==> config.mk <==
export PLATFORM = sky130hd
export DESIGN_NAME = dram_wr_sched_flat
export DESIGN_NICKNAME = d
export VERILOG_FILES = /design/src/rtl/dram_wr_sched_if.sv /design/src/rtl/dram_wr_sched.sv /design/src/flat_wrapper.sv
export SDC_FILE = /design/constraint.sdc
export NUM_CORES = 1
export LEC_CHECK = 0
export ABC_AREA = 1
export CELL_PAD_IN_SITES_DETAIL_PLACEMENT = 0
export CELL_PAD_IN_SITES_GLOBAL_PLACEMENT = 2
export CORE_UTILIZATION = 21
export DETAILED_ROUTE_END_ITERATION = 10
export HOLD_SLACK_MARGIN = 0.03
export PLACE_DENSITY_LB_ADDON = 0.1
export SYNTH_ARGS = -nofsm -noshare
export SYNTH_HDL_FRONTEND = slang
export SYNTH_SLANG_ARGS = --single-unit
==> constraint.sdc <==
create_clock -name clk -period 1.5 [get_ports clk]
set_clock_uncertainty 0.05 [all_clocks]
set_input_delay 0.3 -clock clk [delete_from_list [all_inputs] [get_ports clk]]
set_output_delay 0.3 -clock clk [all_outputs]
set_load 0.02 [all_outputs]
==> src/rtl/dram_wr_sched_if.sv <==
// ---------------------------------------------------------------------------
// dram_wr_sched_if
// Bundles the producer handshakes, the clear request and the RAM write-port
// signals of the DRAM write scheduler.
//   clear              : request a new init sweep
//   a_valid/a_ready    : producer A handshake, with a_addr/a_data payload
//   b_valid/b_ready    : producer B handshake, with b_addr/b_data payload
//   we/waddr/wdata     : registered write port toward the RAM
//   init_done          : RAM contents valid, producers may be served
// master modport = producers/environment, slave modport = scheduler.
// ---------------------------------------------------------------------------
interface dram_wr_sched_if #(
    parameter int ADDR_W = 6,
    parameter int DATA_W = 16
);
    logic              clear;
    logic              a_valid;
    logic              a_ready;
    logic [ADDR_W-1:0] a_addr;
    logic [DATA_W-1:0] a_data;
    logic              b_valid;
    logic              b_ready;
    logic [ADDR_W-1:0] b_addr;
    logic [DATA_W-1:0] b_data;
    logic              we;
    logic [ADDR_W-1:0] waddr;
    logic [DATA_W-1:0] wdata;
    logic              init_done;

    modport master (
        output clear, a_valid, a_addr, a_data, b_valid, b_addr, b_data,
        input  a_ready, b_ready, we, waddr, wdata, init_done
    );

    modport slave (
        input  clear, a_valid, a_addr, a_data, b_valid, b_addr, b_data,
        output a_ready, b_ready, we, waddr, wdata, init_done
    );
endinterface

==> src/rtl/dram_wr_sched.sv <==
// ---------------------------------------------------------------------------
// dram_wr_sched
// Write-side scheduler for a quad-port distributed RAM. Two producers share
// the single write port; requests are arbitrated round-robin and the write
// port is driven from registers. After reset and after every clear request
// the whole RAM is swept to INIT_VAL before producers are served.
// Ports:
//   clk  : rising-edge clock shared with the RAM
//   rst  : synchronous active-high reset
//   bus  : dram_wr_sched_if.slave (clear, A/B handshakes, we/waddr/wdata,
//          init_done)
// ---------------------------------------------------------------------------
module dram_wr_sched #(
    parameter int                ADDR_W   = 6,
    parameter int                DATA_W   = 16,
    parameter logic [DATA_W-1:0] INIT_VAL = '0
) (
    input  logic           clk,
    input  logic           rst,
    dram_wr_sched_if.slave bus
);

    typedef enum logic {
        ST_INIT = 1'b0,
        ST_RUN  = 1'b1
    } state_t;

    // Sweep counter carries one spare bit; the sweep ends on the all-ones
    // address so the counter never wraps back into the address range.
    localparam logic [ADDR_W:0] LAST_CNT = {1'b0, {ADDR_W{1'b1}}};

    state_t            state_q, state_d;
    logic [ADDR_W:0]   cnt_q, cnt_d;
    logic              rr_q, rr_d;          // 0 = A has priority, 1 = B
    logic              we_q, we_d;
    logic [ADDR_W-1:0] waddr_q, waddr_d;
    logic [DATA_W-1:0] wdata_q, wdata_d;
    logic              init_done_q, init_done_d;

    logic run_ok;
    logic a_rdy;
    logic b_rdy;

    // Grants are purely combinational from state, pointer and valids; a
    // clear in RUN blocks both sides so the cycle carries no transfer.
    always_comb begin
        run_ok = ~rst & (state_q == ST_RUN) & ~bus.clear;
        a_rdy  = run_ok & bus.a_valid & (~bus.b_valid | ~rr_q);
        b_rdy  = run_ok & bus.b_valid & (~bus.a_valid |  rr_q);
    end

    assign bus.a_ready   = a_rdy;
    assign bus.b_ready   = b_rdy;
    assign bus.we        = we_q;
    assign bus.waddr     = waddr_q;
    assign bus.wdata     = wdata_q;
    assign bus.init_done = init_done_q;

    always_comb begin
        state_d     = state_q;
        cnt_d       = cnt_q;
        rr_d        = rr_q;
        we_d        = 1'b0;
        waddr_d     = waddr_q;
        wdata_d     = wdata_q;
        init_done_d = init_done_q;

        unique case (state_q)
            ST_INIT: begin
                we_d    = 1'b1;
                waddr_d = cnt_q[ADDR_W-1:0];
                wdata_d = INIT_VAL;
                cnt_d   = cnt_q + 1'b1;
                if (cnt_q == LAST_CNT) begin
                    state_d     = ST_RUN;
                    init_done_d = 1'b1;
                end
            end
            ST_RUN: begin
                if (bus.clear) begin
                    init_done_d = 1'b0;
                    cnt_d       = '0;
                    state_d     = ST_INIT;
                end else if (a_rdy) begin
                    we_d    = 1'b1;
                    waddr_d = bus.a_addr;
                    wdata_d = bus.a_data;
                end else if (b_rdy) begin
                    we_d    = 1'b1;
                    waddr_d = bus.b_addr;
                    wdata_d = bus.b_data;
                end
                // Pointer only advances when both sides competed.
                if ((a_rdy | b_rdy) && bus.a_valid && bus.b_valid) begin
                    rr_d = ~rr_q;
                end
            end
            default: begin
                state_d = ST_INIT;
            end
        endcase
    end

    always_ff @(posedge clk) begin
        if (rst) begin
            state_q     <= ST_INIT;
            cnt_q       <= '0;
            rr_q        <= 1'b0;
            we_q        <= 1'b0;
            waddr_q     <= '0;
            wdata_q     <= '0;
            init_done_q <= 1'b0;
        end else begin
            state_q     <= state_d;
            cnt_q       <= cnt_d;
            rr_q        <= rr_d;
            we_q        <= we_d;
            waddr_q     <= waddr_d;
            wdata_q     <= wdata_d;
            init_done_q <= init_done_d;
        end
    end

endmodule

==> src/flat_wrapper.sv <==
// flat-port wrapper written by rule: the top's interface ports become plain ports
module dram_wr_sched_flat 
#(
    parameter int                ADDR_W   = 6,
    parameter int                DATA_W   = 16,
    parameter logic [DATA_W-1:0] INIT_VAL = '0
)
  (clk, rst, bus_clear, bus_a_valid, bus_a_addr, bus_a_data, bus_b_valid, bus_b_addr, bus_b_data, bus_a_ready, bus_b_ready, bus_we, bus_waddr, bus_wdata, bus_init_done);
  dram_wr_sched_if #(.ADDR_W(ADDR_W), .DATA_W(DATA_W)) bus_i ();
  input  logic clk;
  input  logic rst;
  input wire logic [$bits(bus_i.clear)-1:0] bus_clear;
  input wire logic [$bits(bus_i.a_valid)-1:0] bus_a_valid;
  input wire logic [$bits(bus_i.a_addr)-1:0] bus_a_addr;
  input wire logic [$bits(bus_i.a_data)-1:0] bus_a_data;
  input wire logic [$bits(bus_i.b_valid)-1:0] bus_b_valid;
  input wire logic [$bits(bus_i.b_addr)-1:0] bus_b_addr;
  input wire logic [$bits(bus_i.b_data)-1:0] bus_b_data;
  output wire logic [$bits(bus_i.a_ready)-1:0] bus_a_ready;
  output wire logic [$bits(bus_i.b_ready)-1:0] bus_b_ready;
  output wire logic [$bits(bus_i.we)-1:0] bus_we;
  output wire logic [$bits(bus_i.waddr)-1:0] bus_waddr;
  output wire logic [$bits(bus_i.wdata)-1:0] bus_wdata;
  output wire logic [$bits(bus_i.init_done)-1:0] bus_init_done;
  assign bus_i.clear = bus_clear;
  assign bus_i.a_valid = bus_a_valid;
  assign bus_i.a_addr = bus_a_addr;
  assign bus_i.a_data = bus_a_data;
  assign bus_i.b_valid = bus_b_valid;
  assign bus_i.b_addr = bus_b_addr;
  assign bus_i.b_data = bus_b_data;
  assign bus_a_ready = bus_i.a_ready;
  assign bus_b_ready = bus_i.b_ready;
  assign bus_we = bus_i.we;
  assign bus_waddr = bus_i.waddr;
  assign bus_wdata = bus_i.wdata;
  assign bus_init_done = bus_i.init_done;
  dram_wr_sched #(.ADDR_W(ADDR_W), .DATA_W(DATA_W), .INIT_VAL(INIT_VAL)) u_core (.clk(clk), .rst(rst), .bus(bus_i));
endmodule
Word-level counts from Yosys, hierarchy flattened:

Index checks and enable logic that the tools add are counted.

* add/sub/neg operators: 1
* equality and inequality tests: 5
* muxes and demuxes: 20
* bitwise gates (word level): 15
* reduce and logical (&&, ||, !) cells: 5

Operators by type and width (count)
* $mux W16: 3
* $pmux W16 S2: 1
* $mux W6: 3
* $pmux W7 S2: 1
* $pmux W6 S2: 1
* $add A7 B1 Y7 const B: 1
* $eq A7 B6 Y1 const B: 1
* $mux W1: 7
* $mux W7: 1
* $and A1 B1 Y1: 6
* $not A1 Y1: 6
* $pmux W1 S2: 3
* $reduce_and A2 Y1: 3
* $ne A2 B2 Y1 const B: 2
* $ne A3 B3 Y1 const B: 1
* $or A1 B1 Y1: 3
* $logic_and A1 B1 Y1: 2
* $ne A2 B1 Y1 const B: 1

* register bits: 33
* bits of input ports: 49
* output and inout bits: 26
* word-level logic and storage cells: 53

Longest topological paths before layout:

Gate-level depths: netlist of run 1.

* depth in word-level cells: 9
* depth in mapped cells: 12
* depth with buffers taken out: 10

Worst setup path before layout of run 1:

No wires, ideal clock.

* kind: register to register
* start point: register u_core.state_q
* end point: register u_core.wdata_q[5], in the netlist u_core.bus.wdata[5]
* library setup time: 0.056 ns
* arrival time: 1.211 ns
* required time: 1.394 ns
* path slack: 0.183 ns
* cell stages (with the launch flop): 13
* buffers on the path: 2
* period minus slack after synthesis: 1.317 ns
* path through: dfxtp_1 -> buf_4 -> inv_2 -> nor2_4 -> nand4_4 -> clkinv_2 -> buf_6 -> nand2_2 -> nand2_1 -> nand2_1 -> nand2_1 -> nand2_1 -> inv_1

* word-level cells in the longest chain between the ends: 7
* elaborated cells on any way between the ends: 13
* those cells by class: eq/ne (2); mux (3); bitwise (7); reduce/logical (1)

RTL lines
* start: declaration: line dram_wr_sched.sv:32 `state_t state_q, state_d;`
* start signal: assignment: line dram_wr_sched.sv:114 `state_q <= state_d;`
* $and A1 B1 Y1 * (2 in series): line dram_wr_sched.sv:47 `run_ok = ~rst & (state_q == ST_RUN) & ~bus.clear;`
* $and A1 B1 Y1 * (2 in series): line dram_wr_sched.sv:48 `a_rdy = run_ok & bus.a_valid & (~bus.b_valid | ~rr_q);`
* via bus_a_ready: line flat_wrapper.sv:19 `output wire logic [$bits(bus_i.a_ready)-1:0] bus_a_ready;`
* $mux W16: line dram_wr_sched.sv:84 `end else if (a_rdy) begin`
* $mux W16: line dram_wr_sched.sv:80 `if (bus.clear) begin`
* $pmux W16 S2: line dram_wr_sched.sv:68 `unique case (state_q)`
* end signal: assignment: line dram_wr_sched.sv:119 `wdata_q <= wdata_d;`
* end: declaration: line dram_wr_sched.sv:37 `logic [DATA_W-1:0] wdata_q, wdata_d;`

Mark *: on every way through the listed nets, which the timed path passes. The rest lies on a longest branch. The select of a mux whose other input is x is not followed.
A chain may end at the register's enable or synchronous reset.

Final worst setup path of run 1:

* start point: register u_core.state_q
* end point: output bus_a_ready

* word-level cells in the longest chain between the ends: 4

RTL lines (line)
* $and A1 B1 Y1 (2 in series): dram_wr_sched.sv:47
* $and A1 B1 Y1 (2 in series): dram_wr_sched.sv:48
* end: declaration: flat_wrapper.sv:19

Every way passes these cells.

==> summary.md, run 1 <==
| Metric | Value |
|---|---|
| # rows | 33 |
| Max_cap viols | 0 |
| GRT Resource Usage Total | 0.1268 |
| Final nets | about 420 |
| TritonRoute pass-1 iters | 4 |
| Hold Path Class | in -> reg |
| Slew Limit Headroom | 0.8199 |
| Hold path endpoint | u_core.cnt_q[4]$_SDFFE_PP0P_ |
| Core region area | around 8300 um^2 |
| DP HPWL | between 4000 and 5000 um |
| Reg2reg end | u_core.bus.wdata[9]$_SDFFE_PP0P_ |
| Fmax | roughly 0.68 GHz |
| Startpoint Class | flip-flop |
| Remaining DRCs | 0 |
| Die area | 9003 um^2 |
| Initial DRC Count | 58 |
| IO Pins | 75 |
| Reg-to-reg startpoint | u_core.state_q$_SDFF_PP0_ |
| Fin crit share | 0.9757 |
| Synth top area cells | dfxtp_1 36%, nand2_1 30%, inv_1 6.2% |
| Net Count, Synth | between 300 and 400 |
| Port-buffer cells | 74 |
| Number of synthesized register bits | 33 |
| Bufs on Longest Clock Path | 2 |
| Status | finished, final reports clean |
| CP max FO | 4 |
| DRT Wirelength | approximately 5500 um |
| Via density | between 4 and 5 |
| Crit path arrival time | 1110 ps |
| Required @ worst endpoint | 1150 ps |
| Die W | roughly 95 um |
| Worst r2r path cells | 8 |
| Reg2Reg Setup Slack | roughly 90 ps |
| Count of different cell masters after synthesis | 29 |
| Worst Hold Depth | 3 |
| Vias in the first global route | ~1800 |
| Worst Tran Pin Value | 270.2 ps |
| Leading area contributor after synthesis | dfxtp_1 |
| Dpl ws | -610.6 ps |
| Final Hold Fails | 0 |
| Unrepaired setup endpoints after global routing | yes |
| H-tree levels | 2 |
| PD cells | ~660 nW/um^2 |
| Die H | between 90 and 100 um |
| Post-synth top area share | 0.3646 |
| Register area share after synthesis | 0.3646 |
| Reg clk slew, reported paths | approximately 70 ps |
| Leakage | about 1.5 nW |
| Final Max Tran Viols | 0 |
| Final setup margin | between 30 and 40 ps |
| Worst setup EP type | output pin |
| Layout area overhead | 59.46% |
| Total number of vias | roughly 2000 |
| Initial antenna violation count | 0 |
| Diode count | 0 |
| Routed length per instance | about 12 um |
| Layout Utilization | 0.3481 |
| Ys Warns | 0 |
| Mapped cell area | between 1500 and 2000 um^2 |
| GPL Wtd Cong | roughly 0.77 |
| Hold Crit Start | rst |
| CTS tree | yes |
| Slowest CP cell | dfxtp_4 |
| Skew-Pair Late Insertion Delay | 290 ps |
| Critical path type | reg -> out |
| Cells along the critical path | inv_4, nor2_4, nand4_4, clkinv_4, buf_6 |
| Layout cells sized above 1 | 0.1573 |
| First-pass GRT wire length | about 8700 um |
| Pin count of the biggest net entering global routing | 32 |
| CTS Buf Count | 5 |
| Mapped Avg Cell Area | 6.247 um^2 |
| Initial Util | 0.2183 |
| CTS Sinks | 33 |
| CTS root buf | clkbuf_8 |
| Post-DRT Antenna Nets | 0 |
| Gate Count Post-Synth | 290 |
| VDD IR max | between 0.3 and 0.4 mV |
| Overflow after GRT | 0 |
| Slowest Stage Delay on Critical Path | 380 ps |
| Final setup vio count | 0 |
| Fin crit period | between 1000 and 1500 ps |
report_power, final:
group / leakage (nW) / total, mW / switching (mW) / internal (mW)
Clock: 0.0542 / 0.760 / 0.345 / 0.415
Combinational: 1.22 / 0.251 / 0.0982 / 0.152
Sequential: 0.268 / 0.894 / 0.00821 / 0.886
Total: 1.54 / 1.90 / 0.451 / 1.45
synthesized netlist by cell type:
cell type / instances
nand4_4: 1
o211ai_1: 1
a211oi_1: 1
nand2_1: 143
o21ai_0: 8
dfxtp_1: 33
ha_1: 1
buf_2: 7
nand3_1: 7
o21ai_1: 1
a311oi_1: 1
clkbuf_1: 2
nand2_4: 1
inv_1: 30
a22oi_1: 2
nor2_4: 1
nor2_1: 12
or2_2: 1
nand2_2: 10
nand4_1: 1
nor3_1: 3
buf_4: 3
nor2_2: 1
inv_2: 2
a21oi_1: 12
nand3_4: 1
o31ai_1: 1
buf_6: 2
clkinv_2: 1
cell families after synthesis:
family | synth area share
buffers and inverters | 0.1174
and+or+nand+nor | 0.4275
DFF | 0.3646
AOI/OAI and AO/OA | 0.08357
adders and majority gates | 0.006905
cell type report:
cell class              count  area [um^2]
clock buffers               7        96.34
clock inverters             1        5.005
fillers                   917         5410
inverters                  33        131.4
multi-input cells         210        973.4
flip-flops and latches     33        665.6
well taps                 105        131.4
repair buffers             91        885.9
routing by layer:
| layer | up-vias | track usage | wire, um |
|---|---|---|---|
| met2 | 54 | 0.2110 | 2479 |
| met1 | 864 | 0.1548 | 2589 |
| li1 | 1051 | - | - |
| met4 | 0 | 0.04924 | 75 |
| met3 | 5 | 0.03382 | 380 |
| met5 | - | 0 | 0 |
worst max-delay path by stage:
stage | start | endpoint | slack [ps] | cells after the start
4_1_cts | u_core.state_q$_SDFF_PP0_ | bus_a_ready | 5 | 5
5_1_grt | u_core.state_q$_SDFF_PP0_ | bus_a_ready | -30 | 5
2_1_floorplan | u_core.state_q$_SDFF_PP0_ | u_core.bus.wdata[5]$_SDFFE_PP0P_ | 180 | 12
3_3_place_gp | rst | bus_b_ready | -600 | 7
3_5_place_dp | rst | bus_b_ready | -610 | 7
6_report | u_core.state_q$_SDFF_PP0_ | bus_a_ready | 40 | 5
per-stage QoR:
| stage | std cells | setup TNS (ps) | hold slack [ps] | total power [mW] | area (um^2) |
|---|---|---|---|---|---|
| after floorplan | 290 | 0 | 328.0 | 1.001 | 1812 |
| after global placement | 470 | -11860 | 406.9 | 1.169 | 2709 |
| after detailed placement | 470 | -12110 | 410.7 | 1.168 | 2709 |
| after CTS | 479 | 0 | 385.4 | 1.945 | 2813 |
| after global routing | 480 | -105.8 | 409.1 | 2.009 | 2889 |
| final | 480 | 0 | 399.2 | 1.905 | 2889 |
registers in the layout (all words and copies together), names as in the netlist:
signal / flops
u_core.bus.init_done: 1
u_core.bus.waddr: 6
u_core.bus.wdata: 16
u_core.bus.we: 1
u_core.cnt_q: 7
u_core.rr_q: 1
u_core.state_q: 1
critical path: cells and delay by family (launching register included):
family	cells	cell delay, ps
buffers and inverters	3	240
flip-flops	1	380
AND/OR/NAND/NOR	2	200
placed cells by master (no fill, tap or decap), drive strengths merged:
cell,netlist,final
dfxtp,33,33
a211oi,1,1
a22oi,2,2
clkdlybuf4s50,0,44
dlygate4sd2,0,28
o21ai,9,9
nand3,8,8
a21oi,12,12
clkinv,1,2
ha,1,1
or2,1,1
nand4,2,2
inv,32,32
clkbuf,2,7
o31ai,1,1
nor2,14,14
buf,12,19
nand2,154,154
o211ai,1,1
a311oi,1,1
nor3,3,3
repair_timing:
item,in CTS,in global routing
pin swaps,1,4
hold buffers,0,0
buffers inserted,1,1
resized for setup,47,26
endpoints found under the setup margin,49,23
No activity file was read; power rests on OpenSTA's default activity.
==> inputs of run 2 (changes only) <==
- CORE_UTILIZATION: 21 -> 22
- CTS_BUF_LIST: default -> sky130_fd_sc_hd__clkbuf_4 sky130_fd_sc_hd__clkbuf_8
==> run 2 against run 1 <==
The run now ends with negative setup slack left; via count grew 2.1%; sequential power is essentially flat; clock power grew 19%; highest routed layer unchanged; final area grew 8.8%; routed wire length grew 3.6%; setup slack lost 62 ps.
==> summary.md, run 2 (synthesized netlist as in run 1, its figures left out) <==
| Metric | Value |
|---|---|
| Setup TNS | -25.64 ps (-25.64 ps) |
| Die area | 8602 um^2 (-4.5%) |
| First-pass GRT wire length | 9439 um (+8.9%) |
| Fin crit period | 1526 ps (+62.08 ps) |
| Diode count | 0 (unchanged) |
| Final setup margin | -25.64 ps (-62.08 ps) |
| CTS Buf Count | 5 (unchanged) |
| CP max FO | 3 (-1) |
| GPL Wtd Cong | 0.7142 (-6.9%) |
| Fin area | 3144 um^2 (+8.8%) |
| CP top delay family | flip-flops |
| Unrepaired setup endpoints after global routing | yes |
| Final setup vio count | 1 (+1) |
| Initial DRC Count | 22 (-62%) |
| Max_cap viols | 0 (unchanged) |
| Remaining DRCs | 0 (unchanged) |
| Bufs and invs on worst path | 4 (+1) |
| Core region area | 7848 um^2 (-5.4%) |
| CTS tree | yes |
| Most used cell, CP | buf_6 |
| Post-Place Cell Area | 2773 um^2 (+2.4%) |
| Most frequent cells in the layout | 120 x nand2_1, 44 x clkdlybuf4s50_1, 30 x dfxtp_1 |
| Worst Tran Pin Value | 345.7 ps (+75.53 ps) |
| Slew Limit Headroom | 0.7695 (-0.05035) |
| CTS root buf | clkbuf_8 |
| Reg clk slew, reported paths | 80 ps (about the same) |
| Via density | 4.123 (+0.25%) |
| Slowest Stage Delay on Critical Path | 340 ps (-40 ps) |
| Port-buffer cells | 74 (unchanged) |
| CTS Sinks | 33 (unchanged) |
| Required @ worst endpoint | 1150 ps (about the same) |
| GRT Resource Usage Total | 0.1397 (+0.01284) |
| Violated checks | negative setup slack |
| Bufs on Longest Clock Path | 2 (unchanged) |
| Cells along the critical path | buf_6, inv_6, nor2_4, nand4_4, clkinv_4, buf_6 |
| Overflow after GRT | 0 (unchanged) |
| Pwr Total | 2.059 mW (+8.1%) |
| Leakage | 1.660 nW (+7.6%) |
| Layout area overhead | 73.55% |
| IO Pins | 75 (unchanged) |
| Layout Utilization | 0.4007 (+0.05256) |
| DRT Wirelength | 5724 um (+3.6%) |
| Crit path arrival time | 1180 ps (+70 ps) |
| Routed length per instance | 11.71 um (+1.7%) |
| Hold Path Class | in -> reg |
| Die W | 92.75 um (-2.3%) |
| Slowest CP cell | dfxtp_2 |
| Worst-case hold slack | 413.9 ps (+14.66 ps) |
| Total number of vias | 2016 (+2.1%) |
| Layout cells sized above 1 | 0.2455 (+0.08814) |
| H-tree levels | 2 (unchanged) |
| Startpoint Class | flip-flop |
| Final Hold Fails | 0 (unchanged) |
| Initial Util | 0.2309 (+0.01256) |
| Critical path type | reg -> out |
| Final Max Tran Viols | 0 (unchanged) |
| Vias in the first global route | 1985 (+11%) |
| Pin count of the biggest net entering global routing | 29 (-9.4%) |
| Hold Buf Count CTS | 0 (unchanged) |
| Leading cell type in the layout, fill and taps excluded | nand2_1 |
| Post-DRT Antenna Nets | 0 (unchanged) |
| Die H | 92.75 um (-2.3%) |
| Worst setup EP type | output pin |
| Max reg flops | 16 (unchanged) |
| VDD IR max | 0.2411 mV (-21%) |
| Initial antenna violation count | 0 (unchanged) |
| Status | finished, violations left |
| Skew-Pair Late Insertion Delay | 290 ps (about the same) |
| Final nets | 436 (+2.8%) |
| TritonRoute pass-1 iters | 4 (unchanged) |
| DP HPWL | 4072 um (+0.91%) |
| # rows | 32 (-3.0%) |
| Fmax | 0.6555 GHz (-4.1%) |
| PD cells | 655.0 nW/um^2 (-0.65%) |
| Fin crit share | 1.017 (+0.04139) |
[run 2: cell types whose count changed in the layout (fill, tap and decap cells not counted), moves of 2 or more]
cell / delta
nand2_2: +11
buf_6: +5
a21oi_1: -3
buf_4: +4
a21oi_2: +3
buf_12: +2
nor2_1: -3
clkbuf_16: +2
nand2_4: +5
nand2_1: -15
dfxtp_2: +2
nor2_2: +2
[run 2: through the flow]
| stage | setup WS, ps | cells |
|---|---|---|
| detailed placement | -563.9 | 473 |
| global placement | -547.1 | 473 |
| CTS | -90.02 | 487 |
| finish | -25.64 | 489 |
| floorplan | 182.8 | 290 |
| global route | -108.8 | 489 |
[run 2: path summary, 6_finish.rpt]
check / to / slack (ps) / cells past startpoint / from
setup / recovery: bus_a_ready / -30 / 6 / u_core.state_q$_SDFF_PP0_
hold / removal: u_core.cnt_q[3]$_SDFFE_PP0P_ / 410 / 3 / rst
setup reg to reg: u_core.bus.wdata[6]$_SDFFE_PP0P_ / 0 / 11 / u_core.state_q$_SDFF_PP0_
hold reg to reg: u_core.cnt_q[6]$_SDFFE_PP0P_ / 420 / 2 / u_core.cnt_q[6]$_SDFFE_PP0P_
[run 2: per-layer routing]
| metal | share of wire | wire [um] | up-vias | global-route usage |
|---|---|---|---|---|
| li1 | - | - | 1070 | - |
| met1 | 0.48 | 2723 | 886 | 0.1779 |
| met2 | 0.43 | 2485 | 54 | 0.2191 |
| met3 | 0.078 | 444 | 6 | 0.05090 |
| met4 | 0.012 | 70 | 0 | 0.04231 |
| met5 | 0 | 0 | - | 0 |
[run 2: repair_timing]
action,4_1_cts,5_1_grt
cloned,0,2
pin swaps,9,6
hold endpoints to repair,0,0
gates resized for setup,60,38
setup buffers,6,0
endpoints found under the setup margin,50,25
[run 2: final cells by class]
class	count	area (um^2)
Inverter	33	133.9
Clock buffer	7	90.09
Sequential cell	33	664.4
Timing Repair Buffer	103	1047
Clock inverter	1	30.03
Multi-Input combinational cell	210	1051
Fill cell	857	4703
Tap cell	102	127.6
[run 2: worst min-delay path: stages]
cell and delay [ps]:
dlygate4sd2_1 240, buf_4 130, nor3_1 40
[run 2: power by group]
| part | leakage, nW | switching [mW] | internal, mW |
|---|---|---|---|
| combinational | 1.33 | 0.104 | 0.155 |
| sequential | 0.268 | 0.00829 | 0.888 |
| clock | 0.0619 | 0.344 | 0.560 |
